<file path="config.mk">
export PLATFORM = sky130hd
export DESIGN_NAME = parking_lot_arbiter
export DESIGN_NICKNAME = d
export VERILOG_FILES = /design/src/rtl/parking_lot_arbiter.sv
export SDC_FILE = /design/constraint.sdc
export NUM_CORES = 1
export LEC_CHECK = 0
export BUFFER_PORTS_ARGS = -buffer_cell sky130_fd_sc_hd__buf_2
export CORE_ASPECT_RATIO = 1.75
export CORE_MARGIN = 2
export CORE_UTILIZATION = 66
export CTS_CLUSTER_DIAMETER = 120
export DETAILED_ROUTE_END_ITERATION = 6
export PLACE_DENSITY_LB_ADDON = 0.15
export SLEW_MARGIN = 20
export SYNTH_ARGS = -nofsm -noshare
export SYNTH_HDL_FRONTEND = slang
export SYNTH_SLANG_ARGS = --single-unit
export TNS_END_PERCENT = 30
</file>
<file path="constraint.sdc">
create_clock -name clk -period 6.93 [get_ports clk]
set_clock_uncertainty 0.15 [all_clocks]
set_input_delay 1.0395 -clock clk [delete_from_list [all_inputs] [get_ports clk]]
set_output_delay 1.0395 -clock clk [all_outputs]
set_load 0.05 [all_outputs]
</file>
<file path="src/rtl/parking_lot_arbiter.sv">
// parking_lot_arbiter
//   Shares one occupancy counter between N_LANES parking-lot lanes. Enter/exit
//   pulses from the lane FSMs are latched into sticky pending flags, and at most
//   one flag per cycle is granted to the counter as an inc or dec pulse. Exits
//   always win over enters. Each class is round-robin across lanes. A grant that
//   would overflow or underflow the lot is rejected with a denied pulse. An
//   accepted grant opens that lane's barrier gate for GATE_TICKS cycles.
//
// Ports
//   clk        : system clock, rising edge
//   reset      : asynchronous, active-low reset
//   enter_req  : [N_LANES] one-cycle pulse per lane, car completed entry
//   exit_req   : [N_LANES] one-cycle pulse per lane, car completed exit
//   inc / dec  : one-cycle pulses to the shared counter
//   gate_open  : [N_LANES] barrier open level per lane
//   occupancy  : [CNT_WIDTH] internal occupancy mirror
//   full/empty : occupancy == CAPACITY / occupancy == 0
//   denied     : one-cycle pulse, grant rejected (lot full on enter, empty on exit)
//   overrun    : one-cycle pulse, a request merged into an already-pending flag
module parking_lot_arbiter #(
  parameter int N_LANES    = 2,
  parameter int CAPACITY   = 99,
  parameter int CNT_WIDTH  = 7,
  parameter int GATE_TICKS = 100_000_000,
  parameter int TICK_WIDTH = 27
) (
  input  logic                 clk,
  input  logic                 reset,
  input  logic [N_LANES-1:0]   enter_req,
  input  logic [N_LANES-1:0]   exit_req,
  output logic                 inc,
  output logic                 dec,
  output logic [N_LANES-1:0]   gate_open,
  output logic [CNT_WIDTH-1:0] occupancy,
  output logic                 full,
  output logic                 empty,
  output logic                 denied,
  output logic                 overrun
);

  localparam int PTR_W = (N_LANES > 1) ? $clog2(N_LANES) : 1;

  logic [N_LANES-1:0]   pend_enter_reg, pend_enter_next;
  logic [N_LANES-1:0]   pend_exit_reg, pend_exit_next;
  logic [PTR_W-1:0]     rr_enter_reg, rr_enter_next;
  logic [PTR_W-1:0]     rr_exit_reg, rr_exit_next;
  logic [CNT_WIDTH-1:0] occupancy_reg, occupancy_next;
  logic                 inc_reg, dec_reg, denied_reg, overrun_reg;
  logic                 inc_next, dec_next, denied_next, overrun_next;

  logic                 exit_found, enter_found, enter_grant;
  logic [PTR_W-1:0]     exit_sel, enter_sel, idx;
  logic [N_LANES-1:0]   exit_grant_vec, enter_grant_vec, gate_load;
  logic                 at_zero, at_cap;

  assign at_zero = (occupancy_reg == '0);
  assign at_cap  = (occupancy_reg == CNT_WIDTH'(CAPACITY));

  // Round-robin search in each class, starting at that class's pointer.
  always_comb begin
    exit_found  = 1'b0;
    exit_sel    = '0;
    enter_found = 1'b0;
    enter_sel   = '0;
    idx         = '0;
    for (int off = 0; off < N_LANES; off++) begin
      idx = PTR_W'((int'(rr_exit_reg) + off) % N_LANES);
      if (!exit_found && pend_exit_reg[idx]) begin
        exit_found = 1'b1;
        exit_sel   = idx;
      end
    end
    for (int off = 0; off < N_LANES; off++) begin
      idx = PTR_W'((int'(rr_enter_reg) + off) % N_LANES);
      if (!enter_found && pend_enter_reg[idx]) begin
        enter_found = 1'b1;
        enter_sel   = idx;
      end
    end
  end

  // Exits free space, so any pending exit pre-empts every pending enter.
  assign enter_grant = enter_found && !exit_found;

  always_comb begin
    exit_grant_vec  = '0;
    enter_grant_vec = '0;
    for (int i = 0; i < N_LANES; i++) begin
      exit_grant_vec[i]  = exit_found  && (exit_sel  == PTR_W'(i));
      enter_grant_vec[i] = enter_grant && (enter_sel == PTR_W'(i));
    end
  end

  always_comb begin
    // A request in the same cycle as its own grant re-sets the flag, so the
    // new event is not lost.
    pend_exit_next  = (pend_exit_reg  & ~exit_grant_vec)  | exit_req;
    pend_enter_next = (pend_enter_reg & ~enter_grant_vec) | enter_req;
    overrun_next    = |(exit_req  & pend_exit_reg  & ~exit_grant_vec) ||
                      |(enter_req & pend_enter_reg & ~enter_grant_vec);

    dec_next       = exit_found  && !at_zero;
    inc_next       = enter_grant && !at_cap;
    // A rejected grant still clears its flag but leaves the gate shut.
    denied_next    = (exit_found && at_zero) || (enter_grant && at_cap);
    occupancy_next = occupancy_reg;
    gate_load      = '0;
    if (dec_next) begin
      occupancy_next = occupancy_reg - CNT_WIDTH'(1);
      gate_load      = exit_grant_vec;
    end else if (inc_next) begin
      occupancy_next = occupancy_reg + CNT_WIDTH'(1);
      gate_load      = enter_grant_vec;
    end

    rr_exit_next  = rr_exit_reg;
    rr_enter_next = rr_enter_reg;
    if (exit_found) begin
      rr_exit_next = (exit_sel == PTR_W'(N_LANES - 1)) ? '0 : exit_sel + PTR_W'(1);
    end else if (enter_grant) begin
      rr_enter_next = (enter_sel == PTR_W'(N_LANES - 1)) ? '0 : enter_sel + PTR_W'(1);
    end
  end

  always_ff @(posedge clk or negedge reset) begin
    if (!reset) begin
      pend_enter_reg <= '0;
      pend_exit_reg  <= '0;
      rr_enter_reg   <= '0;
      rr_exit_reg    <= '0;
      occupancy_reg  <= '0;
      inc_reg        <= 1'b0;
      dec_reg        <= 1'b0;
      denied_reg     <= 1'b0;
      overrun_reg    <= 1'b0;
    end else begin
      pend_enter_reg <= pend_enter_next;
      pend_exit_reg  <= pend_exit_next;
      rr_enter_reg   <= rr_enter_next;
      rr_exit_reg    <= rr_exit_next;
      occupancy_reg  <= occupancy_next;
      inc_reg        <= inc_next;
      dec_reg        <= dec_next;
      denied_reg     <= denied_next;
      overrun_reg    <= overrun_next;
    end
  end

  // Per-lane gate timer; a load while open simply restarts the full period.
  generate
    for (genvar gi = 0; gi < N_LANES; gi++) begin : g_gate
      logic [TICK_WIDTH-1:0] timer_reg;
      always_ff @(posedge clk or negedge reset) begin
        if (!reset) begin
          timer_reg <= '0;
        end else if (gate_load[gi]) begin
          timer_reg <= TICK_WIDTH'(GATE_TICKS);
        end else if (timer_reg != '0) begin
          timer_reg <= timer_reg - TICK_WIDTH'(1);
        end
      end
      assign gate_open[gi] = (timer_reg != '0);
    end
  endgenerate

  assign inc       = inc_reg;
  assign dec       = dec_reg;
  assign denied    = denied_reg;
  assign overrun   = overrun_reg;
  assign occupancy = occupancy_reg;
  assign full      = at_cap;
  assign empty     = at_zero;

endmodule

</file>
==> impl_summary.md, run 1 <==
Floorplanning
The placeable core region is 5787 um2. The number of placement rows is 37. For this configuration, the core starts out at a cell density of 67.07%.

The overall die height is 105.4 um. In this run the count of I/O pins placed on the die edge is 21. The die is 61.97 um wide. The floorplan step defined a die boundary enclosing 6534 um2.

Detailed routing
The first-iteration detailed-routing DRC count is 101. The total via count after detailed routing is 3080. The mean number of vias per cell is 6.075. Summed over all layers, the routed wires come to 7859 um. The detail route stage leaves a number of antenna-violating nets equal to 0. The total iterations of the first detailed-routing run is 6. After detailed routing, the average wire length per cell comes to 15.50 um. In the routed design, unresolved DRC markers number 0.

Critical path
Walking the worst path, the cells encountered are nor4_1 > nand4_1 > nand2b_1 > buf_2. The signal arrival time at the worst endpoint is 2420 ps. The largest fanout on the critical path is 16. The critical path required time is 5740 ps. Counting cells, the worst reg-to-reg path comes to 9. The cell count along the critical path is 4. The largest single stage delay on the critical path is 620 ps.

The worst setup path is of the flop to output port kind. The number of buffer and inverter instances along the worst setup path is 1. The cell with the largest stage delay on the worst path is sky130_fd_sc_hd__nand4_1. The kind of start point of the critical path is a flop. The cell family with the largest share of critical-path delay is simple AND/OR/NAND/NOR gates.

The kind of end point of the critical path is an output port.

Synthesis
For this run, the leading register cell type out of synthesis is sky130_fd_sc_hd__dfrtp_1. The share of Yosys cell area claimed by the top area cell type is 45.78%. The synthesized design contains 0 enable-type register cells. The most instantiated library cell after synthesis is sky130_fd_sc_hd__dfrtp_1. After synthesis, the cell types taking the most area are sky130_fd_sc_hd__dfrtp_1 46%, sky130_fd_sc_hd__nand2_1 4.2%, sky130_fd_sc_hd__nor2_1 3.1%. The Yosys step of the flow raised 0 warnings. sky130_fd_sc_hd__dfrtp_1 takes more of the synthesized area than any other cell. The area of the mapped netlist is 3881 um2. The total nets after synthesis is 414. The synthesis-stage register bit count is 71. A synthesized cell averages 9.703 um2.

The part of the Yosys area used for sequential elements is 45.78%. The share of async-settable or async-resettable flops after synthesis is 100.0%. Synthesis produced a netlist whose cell count is 400. Counting instances in the post-synthesis netlist gives the leading cell types as 71 x sky130_fd_sc_hd__dfrtp_1, 43 x sky130_fd_sc_hd__nand2_1, 32 x sky130_fd_sc_hd__nor2_1. Yosys mapped the design onto 63 distinct sky130hd cell types.

STA
The total count of hold-check failures in the final report came to 0. The shortest period the worst path allows is 3610 ps. The count of final max-slew check failures is 0. Setup slack on the critical path of the routed design comes to 3320 ps. Setup repair after global routing left no endpoint under its margin. Dividing the final minimum period by the clock period gives 52.09%.

The worst slew margin relative to its limit is 31.26%. Setup violations remaining at the end of the flow were counted as 0. At the pin with the least slew margin, the transition time is 1024 ps.

The achievable frequency is 277.0 MHz. In the final timing run, aggregate negative setup slack is 0 ps. The worst hold margin is 334.2 ps.

Place
The congestion estimate from routability-driven global placement came to 0.8705. The count of buffers from port buffering is 20. The half-perimeter wire length after detailed placement is 5461 um.

The instance count after placement with tap cells included is 491. The post-detailed-placement cell area is 4055 um2. The post-place setup slack is 3688 ps.

GRT
The number of global-route vias before repair is 3121. The total global-route track usage is 27.54%. The first global-routing pass estimated 13610 um of wire. The total overflow left after global routing is 0. The number of antenna violations at the first check in global routing is 0. The pin count of the biggest net entering global routing is 72.

Clock tree
Post-CTS timing repair inserted 0 buffers for setup. The post-cts hold buffer count is 0. At the later pin of the worst-skew pair, clock insertion delay measures 350 ps. CTS saw 71 sinks.

The CTS tree is built. CTS placed an instance of sky130_fd_sc_hd__clkbuf_8 at the clock tree root. The maximum level of the CTS H-tree is 3. The clock input transition at the sequential cells of the worst setup and hold paths is 80 ps.

Once the clock tree was built, the resizer swapped 0 gates to a different size. The number of buffers on the longest clock path is 2. Counting the buffers created by CTS gives 9.

Final layout
The flip-flop count of the largest register, all copies and words added is 54. At the end of the flow, the number of nets in the layout was 438. The number of cells in the finished layout apart from fillers is 507. The utilization after layout is 74.14%. The final design area excluding fillers is 4290 um2. Compared with the post-synthesis result, the final layout area differs by 10.54%.

Fill cells in the final layout number 432. The ratio of cells with drive above 1 in the final layout is 13.75%. The repair_antennas step left the layout with diodes totalling 0.

Min path
The cell count of the worst hold path is 1. The path category of the worst min-delay check is flop to flop.

Run status
The flow ran to the end, and the final reports show no timing, DRC or antenna violations.

Pwr
Summing internal, switching and leakage power gives 1.705 mW. Power spread over the standard cell area amounts to 397.3 nW/um2. The leakage power figure is 1.694 nW.

The largest vdd supply drop is 0.3396 mV.

Flow run
The number of max-cap violations is 0.
path summary, 6_finish.rpt:
path,slack (ps),startpoint,end
min reg2reg,330,g_gate[0].timer_reg[26],g_gate[0].timer_reg[26]
max in group asynchronous,5320,reset,occupancy[1]
min in group asynchronous,740,reset,g_gate[0].timer_reg[2]
max,3320,g_gate[1].timer_reg[15],gate_open[1]
min,330,g_gate[0].timer_reg[26],g_gate[0].timer_reg[26]
max reg2reg,3820,occupancy[0],occupancy[6]
kinds of logic (layout without fill, tap and decap cells):
kind of cell             count (synthesis)  in the layout  share of synthesized area [%]
AO/OA/AOI/OAI                           95             95                          16.09
XOR/XNOR                                24             24                          5.416
multiplexers                             7              7                          1.805
adder cells (fa/ha/maj)                  8              8                          2.772
flip-flops                              71             71                          45.78
AND/OR/NAND/NOR                        175            175                          26.08
buffers and inverters                   20             49                          2.063
report_power, final:
group	switching [mW]	internal, mW
logic	0.463	0.258
registers	0.104	0.503
clock network	0.153	0.224
area by class of cell:
class | count | area [um2] | area share (%)
multi-input cells | 309 | 2028 | 47.27
inverters | 11 | 41.29 | 0.9624
clock buffers | 12 | 155.1 | 3.616
clock inverters | 4 | 76.32 | 1.779
flip-flops and latches | 71 | 1777 | 41.41
repair buffers | 22 | 115.1 | 2.683
well taps | 78 | 97.59 | 2.275
placed cells by master, fill, tap and decap left out, drive strengths merged, types with 9 or more instances in the layout:
cell type,netlist,layout
dfrtp,71,71
nand2,43,43
nor2,33,33
o21ai,29,29
buf,4,22
a21oi,21,21
nor4,14,14
xnor2,12,12
xor2,12,12
nand3,12,12
clkbuf,5,12
inv,11,12
or4,12,12
nand2b,10,10
or3,9,9
routing by layer:
layer | track usage, % | part of all wire, % | vias to the layer above
li1 | - | - | 1519
met2 | 47.54 | 55 | 40
met4 | 11.85 | 2.9 | 0
met3 | 6.135 | 2.3 | 24
met5 | 0 | 0 | -
met1 | 30.68 | 40 | 1497
Power figures use the tool's default switching activity.
==> run 2, diff against run 1 <==
--- a/config.mk
+++ b/config.mk
@@ -8,7 +8,7 @@
 export BUFFER_PORTS_ARGS = -buffer_cell sky130_fd_sc_hd__buf_2
 export CORE_ASPECT_RATIO = 1.75
 export CORE_MARGIN = 2
-export CORE_UTILIZATION = 66
+export CORE_UTILIZATION = 55
 export CTS_CLUSTER_DIAMETER = 120
 export DETAILED_ROUTE_END_ITERATION = 6
 export PLACE_DENSITY_LB_ADDON = 0.15
==> constraint.sdc (replaced) <==
create_clock -name clk -period 2.9 [get_ports clk]
set_clock_uncertainty 0.15 [all_clocks]
set_input_delay 0.435 -clock clk [delete_from_list [all_inputs] [get_ports clk]]
set_output_delay 0.435 -clock clk [all_outputs]
set_load 0.05 [all_outputs]
==> run 2 against run 1 <==
  * Combinational power rose to 2.6 times the previous value
  * Register-to-register slack got worse by 3700 ps
  * Clock-buffer cell count fell by 1
  * Routed wire length rose by 4.0%
  * Flip-flop and latch count did not move
  * Hold slack got worse by 190 ps
  * Non-clock buffer count rose by 14
  * Via count rose by 1.5%
  * Cell area rose by 5.4%
  * Critical path type unchanged
  * Largest cell class unchanged
==> impl_summary.md, run 2 (synthesized netlist as in run 1, its figures left out) <==
Final layout
The layout net count came to 452 (was 438). The count of inserted antenna diode cells is 0 (unchanged). The area added between synthesis and finish is 16.54% (was 10.54%).

The number of filler instances in the final layout is 567 (was 432). The flip-flop count of the largest register, all copies and words added is 54 (unchanged). The area occupied by multi-input gates is 2049 um2 (was 2028 um2). The area of all sequential standard cells is 1783 um2 (was 1777 um2). Top library cells by usage in the layout, fill and taps aside: 66 x sky130_fd_sc_hd__dfrtp_1, 43 x sky130_fd_sc_hd__nand2_1, 32 x sky130_fd_sc_hd__nor2_1 (was 71 x sky130_fd_sc_hd__dfrtp_1, 43 x sky130_fd_sc_hd__nand2_1, 32 x sky130_fd_sc_hd__nor2_1). The utilization after layout is 65.97% (was 74.14%).

The most common cell after layout, fill and taps aside is sky130_fd_sc_hd__dfrtp_1 (unchanged). The ratio of cells with drive above 1 in the final layout was 18.06% (was 13.75%).

Detailed routing
The final wirelength is 8176 um (was 7859 um). The wire length per cell is 15.51 um (was 15.50 um). The highest signal layer in the routed design is met4 (unchanged). The total via count after detailed routing is 3125 (was 3080). The mean number of vias per cell is 5.930 (was 6.075). The count of nets left with antenna violations after detail routing is 0 (unchanged). The first-iteration detailed-routing DRC count came to 186 (was 101).

The wire length the detailed router placed on met1 is 3257 um (was 3112 um). The total iterations of the first detailed-routing run is 4 (was 6). The total met3 wirelength after detailed routing is 191 um (was 183 um).

The wire length on met2 is 4528 um (was 4338 um). The DRC violation count after routing is 0 (unchanged).

STA
Unrepaired setup endpoints after global routing: yes (was no). The achievable frequency is 364.6 MHz. The worst hold margin is 144.5 ps (was 334.2 ps). The count of final max-slew check failures is 0 (unchanged). The total negative slack for setup checks came to 0 ps (unchanged). The shortest period the worst path allows is 2743 ps. The final count of negative-setup-slack endpoints was 0 (unchanged). The total count of hold-check failures in the final report is 0 (unchanged).

The smallest setup slack after layout was 157.2 ps (was 3320 ps). The final period utilization is 94.58%. The worst slew margin relative to its limit is 54.65% (was 31.26%).

The worst-margin pin slew was 674.1 ps (was 1024 ps).

Critical path
The cell family with the largest share of critical-path delay is simple AND/OR/NAND/NOR gates (unchanged). The maximum cell stage delay along the critical path is 610 ps (was 620 ps). Worst-path cell chain: or4_1 > nor4b_4 > nand3b_2 > buf_2 (was nor4_1 > nand4_1 > nand2b_1 > buf_2). The kind of end point of the critical path is an output port (unchanged).

The largest fanout on the critical path came to 6 (was 16). The critical path required time came to 2320 ps (was 5740 ps). The startpoint-to-endpoint class of the critical path is flop to output port (unchanged). The kind of start point of the critical path is a flop (unchanged). The cell with the largest stage delay on the worst path is sky130_fd_sc_hd__or4_1 (was sky130_fd_sc_hd__nand4_1). The number of buffer and inverter instances along the worst setup path came to 1 (unchanged). The signal arrival time at the worst endpoint is 2160 ps (was 2420 ps).

Clock tree
The clock input transition at the sequential cells of the worst setup and hold paths is 60 ps (was 80 ps). The number of buffers on the longest clock path is 2 (unchanged). The maximum level of the CTS H-tree is 3 (unchanged). The number of buffers created by CTS is 9 (unchanged). The buffer count from post-CTS setup fixing was 0 (unchanged). The total clock sinks is 71 (unchanged). The CTS tree is built (unchanged). The later-pin clock latency in the skew report is 340 ps (was 350 ps). The root cell of the clock tree is sky130_fd_sc_hd__clkbuf_16 (was sky130_fd_sc_hd__clkbuf_8).

Pwr
The leakage power figure was 1.810 nW (was 1.694 nW). The largest vdd supply drop was 0.6225 mV (was 0.3396 mV). The power per standard cell area came to 977.5 nW/um2 (was 397.3 nW/um2). The total power after layout was 4.421 mW (was 1.705 mW).

Floorplanning
The number of placement rows is 40 (was 37). The number of top-level pins was 21 (unchanged). The width of the die is 67.50 um (was 61.97 um). The overall die height was 115.1 um (was 105.4 um).

The die footprint is 7771 um2 (was 6534 um2). The placeable core region is 6857 um2 (was 5787 um2). The starting utilization of the core area came to 56.61% (was 67.07%).

GRT
The number of global-route vias before repair came to 3204 (was 3121). The first-pass GRT wire length came to 14210 um (was 13610 um). The number of antenna violations at the first check in global routing was 0 (unchanged). The remaining global-route overflow is 0 (unchanged). The total global-route track usage is 24.09% (was 27.54%). The pin count of the biggest net entering global routing came to 61 (was 72).

Place
The placer's final routability congestion estimate is 0.8600 (was 0.8705). The half-perimeter wire length after detailed placement is 5921 um (was 5461 um). The post-place setup slack came to 81.30 ps (was 3688 ps). The count of buffers from port buffering is 20 (unchanged).

Min path
The path category of the worst min-delay check was input port to flop (was flop to flop).

Flow run
The number of max-cap violations is 0 (unchanged).

Run status
Status: finished clean (unchanged).
-- run 2: power breakdown --
part / leakage, nW / internal [mW] / switching [mW] / total (mW)
logic: 0.855 / 0.705 / 1.15 / 1.85
clock network: 0.152 / 0.710 / 0.411 / 1.12
registers: 0.804 / 1.21 / 0.237 / 1.45
total: 1.81 / 2.63 / 1.80 / 4.42
-- run 2: timing repair --
item / in CTS / in global routing
resized for setup: 0 / 4
setup endpoints to repair: 0 / 4
hold buffers: 1 / 0
endpoints found under the hold margin: 11 / 0
-- run 2: cell type report --
| class | instances | share of cell area [%] |
|---|---|---|
| multi-input combinational | 309 | 45.31 |
| sequential | 71 | 39.42 |
| clock buffer | 11 | 5.588 |
| timing repair buffer | 36 | 5.201 |
| tap | 84 | 2.324 |
| clock inverter | 5 | 1.245 |
| inverter | 11 | 0.9129 |
-- run 2: per-stage QoR --
stage	area, um2	std cells
finish	4523	527
global route	4523	527
CTS	4502	527
detailed placement	4183	510
global placement	4183	510
floorplan	3891	400
-- run 2: worst paths after layout --
| path | startpoint | to | slack (ps) | cells after the start |
|---|---|---|---|---|
| setup / recovery | g_gate[0].timer_reg[10] | gate_open[0] | 160 | 4 |
| hold reg to reg | g_gate[0].timer_reg[26] | g_gate[0].timer_reg[26] | 330 | 1 |
| min in group asynchronous | reset | g_gate[0].timer_reg[21] | 370 | 2 |
| hold / removal | enter_req[0] | pend_enter_reg[0] | 140 | 3 |
| max in group asynchronous | reset | occupancy[5] | 1600 | 3 |
| setup reg to reg | occupancy[1] | occupancy[6] | 170 | 9 |
-- run 2: per-layer routing --
| layer | track usage (%) | up-vias |
|---|---|---|
| met4 | 11.56 | 0 |
| met1 | 26.74 | 1530 |
| met2 | 42.29 | 28 |
| met3 | 5.284 | 16 |
| met5 | 0 | - |
| li1 | - | 1551 |
-- run 2: worst reg2reg max path, delay by kind of cell (launching register included) --
family	cells	cell delay (ps)
fa+ha+maj	1	330
buf+inv	1	90
flops	1	400
mux	1	230
compound gates	3	590
simple gates	2	720
xor+xnor	1	140
==> run 3, diff against run 2 <==
--- a/config.mk
+++ b/config.mk
@@ -7,7 +7,7 @@
 export LEC_CHECK = 0
 export BUFFER_PORTS_ARGS = -buffer_cell sky130_fd_sc_hd__buf_2
 export CORE_ASPECT_RATIO = 1.75
-export CORE_MARGIN = 2
+export CORE_MARGIN = 5
 export CORE_UTILIZATION = 55
 export CTS_CLUSTER_DIAMETER = 120
 export DETAILED_ROUTE_END_ITERATION = 6
==> run 3 against run 2 <==
  * Combinational power about the same
  * Register-to-register slack about the same
  * Critical path depth unchanged
  * Total power shrank 1.0%
  * Die area is 15% higher
  * Clock-buffer cell count unchanged
  * Via count shrank 0.22%
  * Fmax down 1.2%
  * Routed wire length shrank 2.9%
  * Cell area is 0.22% lower
  * Flip-flop and latch count unchanged
  * Global-route usage is 3.9 points lower
==> impl_summary.md, run 3 (synthesized netlist as in run 1, its figures left out) <==
Run status
Status: finished clean (unchanged).

Final layout
Top library cells by usage in the layout, fill and taps aside: 66 x sky130_fd_sc_hd__dfrtp_1, 43 x sky130_fd_sc_hd__nand2_1, 32 x sky130_fd_sc_hd__nor2_1 (unchanged). The layout net count is 452 (unchanged). The area added between synthesis and finish is 16.28% (was 16.54%). The area occupied by multi-input gates was 2049 um2 (unchanged).

The count of inserted antenna diode cells was 0 (unchanged). The number of filler instances in the final layout is 551 (was 567). The number of cells in the finished layout apart from fillers was 527 (unchanged).

The area of all sequential standard cells is 1783 um2 (unchanged). The ratio of cells with drive above 1 in the final layout is 17.83% (was 18.06%). The flip-flop count of the largest register, all copies and words added was 54 (unchanged).

The most common cell after layout, fill and taps aside is sky130_fd_sc_hd__dfrtp_1 (unchanged).

STA
The smallest setup slack after layout is 122.6 ps (was 157.2 ps). The worst-margin pin slew came to 652.5 ps (was 674.1 ps). The shortest period the worst path allows is 2777 ps (was 2743 ps). The final period utilization is 95.77% (was 94.58%). The achievable frequency was 360.1 MHz (was 364.6 MHz). The count of final max-slew check failures was 0 (unchanged).

The total negative slack for setup checks came to 0 ps (unchanged). The total count of hold-check failures in the final report is 0 (unchanged). The final count of negative-setup-slack endpoints was 0 (unchanged).

Unrepaired setup endpoints after global routing: no (was yes). The worst slew margin relative to its limit is 56.10% (was 54.65%).

GRT
The met2 capacity usage during global routing is 35.94% (was 42.29%). The most heavily used metal layer in global routing is met2 (unchanged). The pin count of the biggest net entering global routing is 72 (was 61). The met1 usage in global routing came to 21.69% (was 26.74%).

The number of antenna violations at the first check in global routing is 0 (unchanged). The remaining global-route overflow is 0 (unchanged). The first-pass GRT wire length is 14190 um (was 14210 um). The number of global-route vias before repair is 3224 (was 3204). The total global-route track usage is 20.24% (was 24.09%).

The met3 usage is 5.307% (was 5.284%).

Critical path
The maximum cell stage delay along the critical path is 640 ps (was 610 ps). The cell with the largest stage delay on the worst path is sky130_fd_sc_hd__or4_1 (unchanged). The critical path required time is 2320 ps (about the same).

The count of cells along the worst register-to-register path is 9 (unchanged). The largest fanout on the critical path is 6 (unchanged). The signal arrival time at the worst endpoint was 2190 ps (was 2160 ps). The startpoint-to-endpoint class of the critical path was flop to output port (unchanged).

Worst-path cell chain: or4_1 > nor4b_4 > nand3b_2 > buf_2 (unchanged). The kind of start point of the critical path is a flop (unchanged). The kind of end point of the critical path is an output port (unchanged).

Place
The placer's final routability congestion estimate is 0.8485 (was 0.8600). The post-place setup slack is 68.95 ps (was 81.30 ps). The half-perimeter wire length after detailed placement is 5781 um (was 5921 um). The instance count after placement with tap cells included is 510 (unchanged). The count of buffers from port buffering came to 20 (unchanged).

Clock tree
The total clock sinks is 71 (unchanged). The root cell of the clock tree is sky130_fd_sc_hd__clkbuf_16 (unchanged). The CTS tree is built (unchanged). The later-pin clock latency in the skew report is 330 ps (was 340 ps). The clock input transition at the sequential cells of the worst setup and hold paths is 60 ps (about the same). The number of buffers on the longest clock path is 2 (unchanged).

The buffer count from post-CTS setup fixing was 0 (unchanged). The number of buffers created by CTS is 9 (unchanged). The maximum level of the CTS H-tree is 3 (unchanged).

Floorplanning
The starting utilization of the core area is 56.61% (unchanged). The width of the die is 73.50 um (was 67.50 um). The number of placement rows is 40 (unchanged). The die footprint was 8903 um2 (was 7771 um2). The number of top-level pins is 21 (unchanged). The overall die height came to 121.1 um (was 115.1 um). The placeable core region is 6857 um2 (unchanged).

Pwr
The leakage power figure is 1.805 nW (was 1.810 nW). The largest vdd supply drop is 0.7127 mV (was 0.6225 mV). The power per standard cell area is 969.9 nW/um2 (was 977.5 nW/um2).

Detailed routing
The DRC violation count after routing was 0 (unchanged). The wire length per cell is 15.07 um (was 15.51 um). The count of nets left with antenna violations after detail routing is 0 (unchanged). The total via count after detailed routing came to 3118 (was 3125). The final wirelength was 7941 um (was 8176 um). The mean number of vias per cell is 5.917 (was 5.930). The first-iteration detailed-routing DRC count is 105 (was 186). The total iterations of the first detailed-routing run is 4 (unchanged).

Min path
The path category of the worst min-delay check is input port to flop (unchanged). The cell count of the worst hold path came to 3 (unchanged).

Flow run
The number of max-cap violations is 0 (unchanged).
==> run 3: cell count changes in the layout (fill, tap and decap cells not counted), sizes merged <==
| cell | before | now |
|---|---|---|
| inv | 11 | 12 |
| clkinv | 3 | 2 |
==> run 3: layout make-up <==
class,instances,share of cell area [%]
clock inverter,5,1.248
clock buffer,11,5.378
sequential,71,39.51
inverter,11,0.9149
timing repair buffer,36,5.212
multi-input combinational,309,45.41
tap,84,2.329
==> run 3: report_power, final <==
part	internal (mW)	leakage (nW)	total, mW	switching (mW)
registers	1.21	0.804	1.44	0.233
clock network	0.689	0.146	1.09	0.402
logic	0.706	0.856	1.84	1.14
==> run 3: per-layer routing <==
| layer | part of all wire, % | vias up |
|---|---|---|
| met2 | 55 | 41 |
| met1 | 39 | 1511 |
| met3 | 2.7 | 20 |
| met5 | 0 | - |
| met4 | 2.8 | 0 |
| li1 | - | 1546 |
==> run 3: per-stage QoR <==
stage / util (%) / area (um2) / hold WS (ps) / power [mW]
global placement: 61.00 / 4183 / 315.1 / 3.218
CTS: 65.51 / 4492 / 145.0 / 4.386
finish: 65.82 / 4513 / 156.9 / 4.377
detailed placement: 61.00 / 4183 / 316.6 / 3.273
global route: 65.82 / 4513 / 157.9 / 4.704
floorplan: - / 3891 / -10.59 / 2.792
==> run 3: worst max-delay path, delay by kind of cell (launching register included) <==
family / cells / cell delay (ps)
and+or+nand+nor: 3 / 1230
DFF: 1 / 400
buffers and inverters: 1 / 240
==> run 3: timing repair <==
item | CTS | global route
setup endpoints to repair | 0 | 4
resized for setup | 0 | 4
hold endpoints to repair | 64 | 0
hold buffers | 1 | 0
==> run 3: worst paths after layout <==
path                                    startpoint                      end  slack, ps
setup / recovery           g_gate[0].timer_reg[11]             gate_open[0]        120
hold / removal                        enter_req[0]        pend_enter_reg[0]        160
setup reg to reg                      occupancy[1]             occupancy[6]        180
hold reg to reg            g_gate[0].timer_reg[26]  g_gate[0].timer_reg[26]        330
max in group asynchronous                    reset             occupancy[3]       1760
min in group asynchronous                    reset   g_gate[0].timer_reg[3]        500
